[src/rtl/rsa_job_ctrl.sv]
// Key-setup sequencer and round-robin arbiter sharing one modexp engine between encrypt and
// decrypt requesters. Define RSA_JOB_CTRL_TIMEOUT_EN to add the sticky engine watchdog.
module rsa_job_ctrl #(
  parameter int unsigned W       = 8,
  parameter int unsigned P       = 3,
  parameter int unsigned Q       = 7,
  parameter int unsigned TIMEOUT = 255
) (
  input  logic         clk,
  input  logic         rst,
  input  logic         start,
  output logic         kg_start,
  input  logic         kg_done,
  input  logic [W-1:0] e_key,
  input  logic [W-1:0] d_key,
  output logic         key_ready,
  input  logic         enc_req,
  input  logic [W-1:0] enc_data,
  output logic         enc_ack,
  output logic         enc_valid,
  output logic [W-1:0] enc_result,
  input  logic         dec_req,
  input  logic [W-1:0] dec_data,
  output logic         dec_ack,
  output logic         dec_valid,
  output logic [W-1:0] dec_result,
  output logic         eng_start,
  output logic [W-1:0] eng_base,
  output logic [W-1:0] eng_exp,
  output logic [W-1:0] eng_mod,
  input  logic         eng_done,
  input  logic [W-1:0] eng_result,
  output logic         busy,
  output logic         err
);

  localparam logic [W-1:0] N = W'(P * Q);

  typedef enum logic [2:0] {StIdle, StKeygen, StReady, StIssue, StRun} state_e;

  state_e       state_q, state_d;
  logic [W-1:0] e_q, d_q, base_q;
  logic         grant_dec_q;
  logic         last_dec_q;
  logic         win_enc, win_dec;
  logic         finish, timeout;
  logic [W-1:0] done_res;

  assign finish   = (state_q == StRun) && (eng_done || timeout);
  assign done_res = eng_done ? eng_result : '0;
  assign busy     = state_q inside {StKeygen, StIssue, StRun};

  always_comb begin
    state_d = state_q;
    win_enc = 1'b0;
    win_dec = 1'b0;
    case (state_q)
      StIdle:   if (start) state_d = StKeygen;
      StKeygen: if (kg_done) state_d = StReady;
      StReady: begin
        // On a tie the port that was not served last wins.
        win_enc = enc_req && (!dec_req || last_dec_q);
        win_dec = dec_req && !win_enc;
        if (enc_req || dec_req) state_d = StIssue;
      end
      StIssue:  state_d = StRun;
      StRun:    if (finish) state_d = StReady;
      default:  state_d = StIdle;
    endcase
  end

  always_ff @(posedge clk or posedge rst) begin
    if (rst) state_q <= StIdle;
    else     state_q <= state_d;
  end

  always_ff @(posedge clk or posedge rst) begin
    if (rst) begin
      kg_start    <= 1'b0;
      key_ready   <= 1'b0;
      e_q         <= '0;
      d_q         <= '0;
      base_q      <= '0;
      grant_dec_q <= 1'b0;
      last_dec_q  <= 1'b1;
      enc_ack     <= 1'b0;
      dec_ack     <= 1'b0;
      enc_valid   <= 1'b0;
      dec_valid   <= 1'b0;
      enc_result  <= '0;
      dec_result  <= '0;
      eng_start   <= 1'b0;
      eng_base    <= '0;
      eng_exp     <= '0;
      eng_mod     <= '0;
    end else begin
      kg_start <= (state_q == StIdle) && start;
      if ((state_q == StKeygen) && kg_done) begin
        e_q       <= e_key;
        d_q       <= d_key;
        key_ready <= 1'b1;
      end
      enc_ack <= win_enc;
      dec_ack <= win_dec;
      if (win_enc) begin
        base_q      <= enc_data % N;
        grant_dec_q <= 1'b0;
      end else if (win_dec) begin
        base_q      <= dec_data % N;
        grant_dec_q <= 1'b1;
      end
      eng_start <= (state_q == StIssue);
      if (state_q == StIssue) begin
        eng_base   <= base_q;
        eng_exp    <= grant_dec_q ? d_q : e_q;
        eng_mod    <= N;
        last_dec_q <= grant_dec_q;
      end
      enc_valid <= finish && !grant_dec_q;
      dec_valid <= finish && grant_dec_q;
      if (finish) begin
        if (grant_dec_q) dec_result <= done_res;
        else             enc_result <= done_res;
      end
    end
  end

`ifdef RSA_JOB_CTRL_TIMEOUT_EN
  localparam int unsigned CW = (TIMEOUT > 1) ? $clog2(TIMEOUT + 1) : 1;

  logic [CW-1:0] cnt_q;

  // Fires on the TIMEOUT-th consecutive RUN cycle without eng_done.
  assign timeout = (state_q == StRun) && !eng_done && (cnt_q == CW'(TIMEOUT - 1));

  always_ff @(posedge clk or posedge rst) begin
    if (rst) begin
      cnt_q <= '0;
      err   <= 1'b0;
    end else begin
      cnt_q <= (state_q == StRun) ? cnt_q + 1'b1 : '0;
      if (timeout) err <= 1'b1;
    end
  end
`else
  logic unused_timeout;

  assign unused_timeout = ^TIMEOUT;
  assign timeout        = 1'b0;
  assign err            = 1'b0;
`endif

endmodule

[config.mk]
export PLATFORM = sky130hd
export DESIGN_NAME = rsa_job_ctrl
export DESIGN_NICKNAME = d
export VERILOG_FILES = /design/src/rtl/rsa_job_ctrl.sv
export SDC_FILE = /design/constraint.sdc
export NUM_CORES = 1
export LEC_CHECK = 0
export BUFFER_PORTS_ARGS = -buffer_cell sky130_fd_sc_hd__buf_2
export CORE_MARGIN = 2
export CORE_UTILIZATION = 35
export DETAILED_ROUTE_END_ITERATION = 10
export GPL_TIMING_DRIVEN = 0
export SETUP_SLACK_MARGIN = 0.15
export SYNTH_ARGS = -nofsm -noshare
export SYNTH_HDL_FRONTEND = slang
export SYNTH_SLANG_ARGS = --single-unit
[constraint.sdc]
create_clock -name clk -period 7.4 [get_ports clk]
set_input_delay 0.74 -clock clk [delete_from_list [all_inputs] [get_ports clk]]
set_output_delay 0.74 -clock clk [all_outputs]
set_load 0.02 [all_outputs]
After elaboration in Yosys (flattened, before gate mapping). Index checks and enable logic that the tools add are counted.

Bits in registers: 69.

Div/mod/pow operators: 2. Equality and inequality tests: 8. Muxes and demuxes: 13. Bitwise operators: 1. Reductions and logical operators: 18.

Operators with widths (number): 8-bit two-way mux (4); 8-bit by 5-bit remainder unit with 8-bit output, second input constant (2); 3-bit case mux with 5 select lines (1); 3-bit two-way mux (4); 2-bit != test, second input constant (4); 1-bit logical AND (7); 3-bit by 2-bit == test with 1-bit output, second input constant (2); 1-bit two-way mux (4); 2-bit AND reduction (2); 4-bit AND reduction (1); 3-bit by 1-bit == test with 1-bit output, second input constant (1); 3-bit == test, second input constant (1); 1-bit zero test (3); 3-bit zero test (1); 3-bit nonzero test (1); 1-bit logical OR (2); 2-bit nonzero test (1); 1-bit inverter (1).

Logic depth before layout (Yosys ltp). Gate-level depths: netlist (run 1).

Word-level depth: 8. Mapped depth: 27.

Worst setup path after synthesis (run 1). OpenSTA, ideal clock, no wires.

Path kind: input to register. From: input enc_req. To: register base_q[6]. Data arrival time: 5678 ps. Setup slack: 1598 ps. Stages on the path: 25. Buffers on the path: 1. Path through: clkbuf_1 -> nand3_4 -> mux2i_1 -> inv_1 -> ha_1 -> a41o_1 -> o22ai_1 -> a21oi_1 -> mux2i_1 -> ha_1 -> or2_2 -> o221ai_1 -> a211oi_1 -> a311o_1 -> or3_1 -> nand3_2 -> inv_2 -> ha_1 -> o211a_2 -> o31ai_2 -> a21oi_1 -> o221ai_4 -> a21boi_2 -> nor3b_1 -> a211o_1.

Word-level cells in the longest chain between the ends: 5. Elaborated cells between the ends (all ways): 7.

RTL lines: from (decl) (RTL line 17) `input logic enc_req,`; 1-bit logical AND * (RTL line 62) `win_enc = enc_req && (!dec_req || last_dec_q);`; 1-bit zero test (RTL line 63) `win_dec = dec_req && !win_enc;`; 1-bit logical AND (RTL line 63); 1-bit two-way mux (RTL line 57) `case (state_q)`; 2-bit nonzero test (no source line); to (signal assigned) (RTL line 106) `base_q <= enc_data % N;`; to (signal assigned) (RTL line 109) `base_q <= dec_data % N;`; to (decl) (RTL line 42) `logic [W-1:0] e_q, d_q, base_q;`.

Every way passes the cells marked *; elsewhere a longest branch is shown, timed or not. A chain may end at the register's enable or synchronous reset.

==> results of run 1 <==
-- critical path: cells and delay by family, from the launching register on --
kind            cells  cell delay, ns
xor+xnor            1            0.16
simple gates        7            1.85
fa+ha+maj           3            0.64
mux                 2            0.61
compound gates     10            2.27
flops               1            0.38
buf+inv             3            0.30
-- power by group through the flow --
stage	clock network, W	logic [W]	registers [W]
finish	0.000378	0.000922	0.000625
global route	0.000406	0.00102	0.000648
CTS	0.000389	0.000930	0.000627
detailed placement	0	0.000924	0.000632
global placement	0	0.000907	0.000625
floorplan	0	0.000593	0.000717
-- final timing paths --
kind | slack [ns] | to | cells past startpoint
setup / recovery | 1.04 | base_q[0]$_DFFE_PP0P_ | 26
hold / removal | 0.47 | key_ready$_DFFE_PP0P_ | 1
setup reg to reg | 1.04 | base_q[0]$_DFFE_PP0P_ | 26
hold reg to reg | 0.47 | key_ready$_DFFE_PP0P_ | 1
max in group asynchronous | 6.27 | eng_exp[3]$_DFFE_PP0P_ | 2
min in group asynchronous | 0.58 | eng_base[7]$_DFFE_PP0P_ | 2
-- per-layer routing --
metal,wire length (microns),vias up
met3,479,14
met2,4400,105
li1,-,1642
met1,4280,1591
met4,158,0
met5,0,-
-- cell families after synthesis --
group	count (synthesis)	synth area share (%)
AND/OR/NAND/NOR	156	19.6
multiplexers	50	13.7
other	1	0.0944
XOR/XNOR	2	0.441
AO/OA/AOI/OAI	89	17.2
adder cells (fa/ha/maj)	5	1.57
flip-flops	69	43.5
buffers and inverters	29	4.00
-- cell usage in the layout, fill, tap and decap left out, types with 3 or more instances in the layout --
cell type,synthesis,routed
nand3_1,5,5
nor3_1,8,8
or3_1,3,3
buf_2,1,89
ha_1,5,5
o21ai_0,22,22
dfrtp_1,68,68
a211oi_1,4,4
nor3b_1,4,4
clkbuf_1,5,6
o21a_1,5,5
o31ai_1,3,3
mux2i_1,20,20
clkbuf_16,0,9
a211o_1,3,3
nand3b_1,3,3
o21ai_1,3,3
mux2_2,28,28
nor2_1,15,15
inv_1,7,6
conb_1,1,6
nand2_1,88,88
nand2b_1,5,5
a21oi_1,13,13
o31a_1,3,3
or2_2,3,3
buf_4,9,9
-- area by class of cell --
type / count / area [sq um] / area share [%]
inverter: 11 / 43.8 / 0.897
multi-input combinational: 308 / 2110 / 43.2
clock buffer: 12 / 256 / 5.25
timing repair buffer: 88 / 440 / 9.02
buffer: 18 / 118 / 2.41
clock inverter: 2 / 10.0 / 0.205
sequential: 69 / 1730 / 35.4
tap: 140 / 175 / 3.59
-- per-stage QoR --
step | instances | hold slack [ns] | power (W) | utilization (%) | instance area, sq um
after floorplan | 406 | 0.439 | 0.00131 | - | 3990
after global placement | 634 | 0.446 | 0.00153 | 42.1 | 4610
after detailed placement | 634 | 0.457 | 0.00156 | 42.2 | 4620
after CTS | 648 | 0.470 | 0.00195 | 44.7 | 4880
after global routing | 648 | 0.487 | 0.00207 | 44.7 | 4880
final | 648 | 0.469 | 0.00192 | 44.7 | 4880
-- registers in the layout, indices dropped and copies added (netlist names) --
| register | flops |
|---|---|
| eng_base | 8 |
| last_dec_q | 1 |
| enc_valid | 1 |
| grant_dec_q | 1 |
| kg_start | 1 |
| dec_result | 8 |
| eng_exp | 8 |
| eng_mod | 1 |
| d_q | 8 |
| e_q | 8 |
| key_ready | 1 |
| eng_start | 1 |
| state_q | 3 |
| dec_ack | 1 |
| dec_valid | 1 |
| enc_result | 8 |
| enc_ack | 1 |
| base_q | 8 |
==> impl_metrics.toml, run 1 <==
[status]
status = "finished, final reports clean"

[yosys]
synth-main-ff-cell = "dfrtp_1"
synthTopCellsByCount = "nand2_1 (88), dfrtp_1 (68), mux2_2 (28)"
synth-async-reset-ratio_pct = 100
synth-edff-count = 0
synthCells = 401
syn_avg_cell_area_sq_um = 9.91
synth_seq_area_share_pct = 43.5
synth.most_common_cell = "nand2_1"
ys_warn_count = 0
ys_top_cells_by_area = "dfrtp_1 (43%), nand2_1 (8.3%), mux2_2 (7.9%), mux2i_1 (5.0%), o21ai_0 (2.8%)"
ys_ff_latch = 69
syn_area_sq_um = 3970
ys_types = 77
synth.largest_area_cell = "dfrtp_1"
synth_top_area_share_pct = 42.8

[timing]
rsz0062_at_grt = "no"
fin_crit_sh_pct = 86.0
tightest_slew_ns = 0.886
layout_setup_ws_ns = 1.04
slew_headroom_pct = 40.0
finalSetupViolCount = 0
clock_skew_ns = 0.00406
hold_violations = 0
min_period_ns = 6.36
max_freq_mhz = 157
slew_violations = 0
fin_setup_tns_ns = 0

[worst_setup_path]
cpPeakStageDelay_ns = 0.39
cp_data_arrival_time_ns = 6.56
cpMostUsedCell = "ha_1"
crit_type = "reg -> reg"
crit_path_max_fanout = 10
r2r_start = "state_q[2]$_DFFE_PP0P_"
cp-end-kind = "flop"
worstPathRequired_ns = 7.59
critical_path.slowest_cell = "or3_1"
start_kind = "flop"
crit_start = "state_q[2]$_DFFE_PP0P_"

[global_routing]
grt_pass1_vias = 3373
busiest_layer = "met2"
grtUsageMet2_pct = 26.3
antenna_found_initial = 0
use_met3_pct = 3.29
grt_overflow = 0
grt_start_max_net_pins = 70
grt.met1_usage_pct = 20.3
grt_usage_pct = 15.9
grt_pass1_wl_microns = 16200

[power_and_ir_drop]
vdd_ir_drop_max_mv = 0.188
power_frac_seq_pct = 32.5
p_per_area_nw_per_um2 = 394
combPwrFrac_pct = 47.9
leakagePower_nw = 2.38
pwr-share-clk_pct = 19.6
netSwitchingFraction_pct = 39.8
p_switching_w = 0.000766
p_int_w = 0.00116

[clock_network]
cts-root-buf = "clkbuf_16"
cts_setup_buffers = 0
cts_max_path_buffers = 2
holdBufCountCts = 0
clock-sinks = 69
cts_tree = "done"
numCtsBuffers = 9
htree_levels = 3
cts.clk_slew.worst_paths_ns = 0.05
cts_resized = 0
clock_latency_ns = 0.32

[drt]
wl_per_cell_microns = 14.4
drt-initial-drc-count = 186
vias = 3352
drc = 0
detail-route-antenna-nets = 0
totalWireLength_microns = 9320
dr.pass1.iters = 4
viasPerCell = 5.17

[placement]
place.gp.congestion = 0.863
post-dp-hpwl_microns = 7240
post-place-ws_ns = 0.871
io_buffer_count = 88

[finish]
nNetsFinal = 557
drive_gt1_share_pct = 33.5
area_delta_synth_final_pct = 22.9
diodes = 0
final.fill_count = 1052

[floorplanning]
fp.coreArea_sq_um = 10900
die_y_microns = 111
rows = 38
start_util_pct = 36.3
dieArea_sq_um = 12200
pin_count = 96
die_x_microns = 111

[hold_path]
hold_start = "key_ready$_DFFE_PP0P_"
hold_path.class = "reg -> reg"

[flow_run]
drv_cap = 0
(Power assumes the default switching activity.)
==> run 2: changes to the inputs <==
- CELL_PAD_IN_SITES_DETAIL_PLACEMENT: default -> 1
- CELL_PAD_IN_SITES_GLOBAL_PLACEMENT: default -> 1
- PLACE_DENSITY_LB_ADDON: default -> 0.1
==> run 2 against run 1 <==
Count of clock-buffer cells in the layout rose by 2. Critical path type unchanged. Via count rose by 2.5%. Total power rose by 1.1%. Hold slack got worse by 0.0071 ns. First-iteration DRC count fell by 48%. Flip-flop and latch count did not move. Non-clock buffer count did not move. Global-route usage rose by 2.0 points. Critical path depth did not move. Fmax fell by 3.7%.
==> impl_metrics.toml, run 2 (synthesized netlist as in run 1, its figures left out) <==
[status]
status = "finished, final reports clean"

[worst_setup_path]
critical_path.slowest_cell = "o31ai_2"
crit_path_max_fanout = 10
worstPathRequired_ns = 7.61
crit_type = "reg -> reg"
start_kind = "flop"
cp-end-kind = "flop"
cpMostUsedCell = "ha_1"
cp_data_arrival_time_ns = 6.82
cpPeakStageDelay_ns = 0.41

[finish]
layout_commonest_cell = "buf_2"
diodes = 0
area_delta_synth_final_pct = 22.8
drive_gt1_share_pct = 33.0
fin_util_pct = 44.6
nNetsFinal = 557
fin_cells = 649
final_cell_mix = "buf_2 (89), nand2_1 (88), dfrtp_1 (68), mux2_2 (28), o21ai_0 (22)"

[global_routing]
grt_start_max_net_pins = 70
grt_overflow = 0
grt_usage_pct = 17.9
antenna_found_initial = 0
grt_pass1_wl_microns = 18100
grt_pass1_vias = 3587

[clock_network]
cts-root-buf = "clkbuf_16"
htree_levels = 3
numCtsBuffers = 9
cts.clk_slew.worst_paths_ns = 0.05
holdBufCountCts = 0
clock-sinks = 69
cts_tree = "done"
cts_resized = 0
clock_latency_ns = 0.33
cts_setup_buffers = 0
cts_max_path_buffers = 2

[drt]
dr.pass1.iters = 4
vias = 3437
detail-route-antenna-nets = 0
wl_per_cell_microns = 16.2
viasPerCell = 5.30
totalWireLength_microns = 10500
drc = 0
drt-initial-drc-count = 96

[power_and_ir_drop]
combPwrFrac_pct = 48.5
vdd_ir_drop_max_mv = 0.207
pwr-share-clk_pct = 19.4
p_int_w = 0.00115
p_per_area_nw_per_um2 = 399
p_switching_w = 0.000792
netSwitchingFraction_pct = 40.7
total_power_w = 0.00194
power_frac_seq_pct = 32.1
leakagePower_nw = 2.37

[timing]
fin_crit_sh_pct = 89.3
fin_hold_ws_ns = 0.462
rsz0062_at_grt = "no"
max_freq_mhz = 151
min_period_ns = 6.61
clock_skew_ns = 0.00526
finalSetupViolCount = 0
slew_headroom_pct = 28.7
slew_violations = 0
tightest_slew_ns = 1.05
fin_setup_tns_ns = 0
hold_violations = 0

[floorplanning]
rows = 38
pin_count = 96
die_y_microns = 111
fp.coreArea_sq_um = 10900
dieArea_sq_um = 12200
die_x_microns = 111
start_util_pct = 36.3

[hold_path]
hold_path.class = "reg -> reg"

[placement]
post-dp-hpwl_microns = 8030
placed_cells = 634
io_buffer_count = 88
place.gp.congestion = 0.869

[flow_run]
drv_cap = 0
-- run 2: final timing paths --
path | start | to | slack [ns] | cells past startpoint
max reg2reg | state_q[2]$_DFFE_PP0P_ | base_q[6]$_DFFE_PP0P_ | 0.79 | 26
min | key_ready$_DFFE_PP0P_ | key_ready$_DFFE_PP0P_ | 0.46 | 1
max in group asynchronous | rst | dec_valid$_DFF_PP0_ | 6.25 | 2
min reg2reg | key_ready$_DFFE_PP0P_ | key_ready$_DFFE_PP0P_ | 0.46 | 1
max | state_q[2]$_DFFE_PP0P_ | base_q[6]$_DFFE_PP0P_ | 0.79 | 26
min in group asynchronous | rst | eng_mod[0]$_DFFE_PP0P_ | 0.60 | 2
-- run 2: power groups by stage --
stage / registers, W / clock network (W) / logic [W]
2_1_floorplan: 0.000717 / 0 / 0.000593
3_3_place_gp: 0.000623 / 0 / 0.000921
3_5_place_dp: 0.000633 / 0 / 0.000949
4_1_cts: 0.000628 / 0.000387 / 0.000955
5_1_grt: 0.000649 / 0.000407 / 0.00104
6_report: 0.000625 / 0.000377 / 0.000943
-- run 2: per-layer routing --
metal | global-route usage (%) | up-vias | wire (microns)
li1 | - | 1649 | -
met1 | 23.0 | 1700 | 4900
met2 | 30.6 | 75 | 5110
met3 | 2.91 | 13 | 338
met4 | 6.33 | 0 | 191
met5 | 0 | - | 0
-- run 2: final cells by class --
type / instances / area (sq um)
Timing Repair Buffer: 88 / 440
Buffer: 18 / 118
Fill cell: 1319 / 6060
Inverter: 11 / 43.8
Sequential cell: 69 / 1730
Clock inverter: 1 / 7.51
Multi-Input combinational cell: 308 / 2110
Clock buffer: 14 / 254
Tap cell: 140 / 175
-- run 2: critical path, delay by kind of cell (launching register included) --
family          cells  cell delay [ns]
flops               1             0.37
mux                 2             0.64
simple gates        6             1.49
compound gates     12             2.97
buf+inv             3             0.32
fa+ha+maj           3             0.69
-- run 2: stage by stage --
step	area (sq um)	setup slack, ns
2_1_floorplan	3990	1.60
3_3_place_gp	4610	0.709
3_5_place_dp	4620	0.645
4_1_cts	4880	0.830
5_1_grt	4880	0.345
6_report	4880	0.793
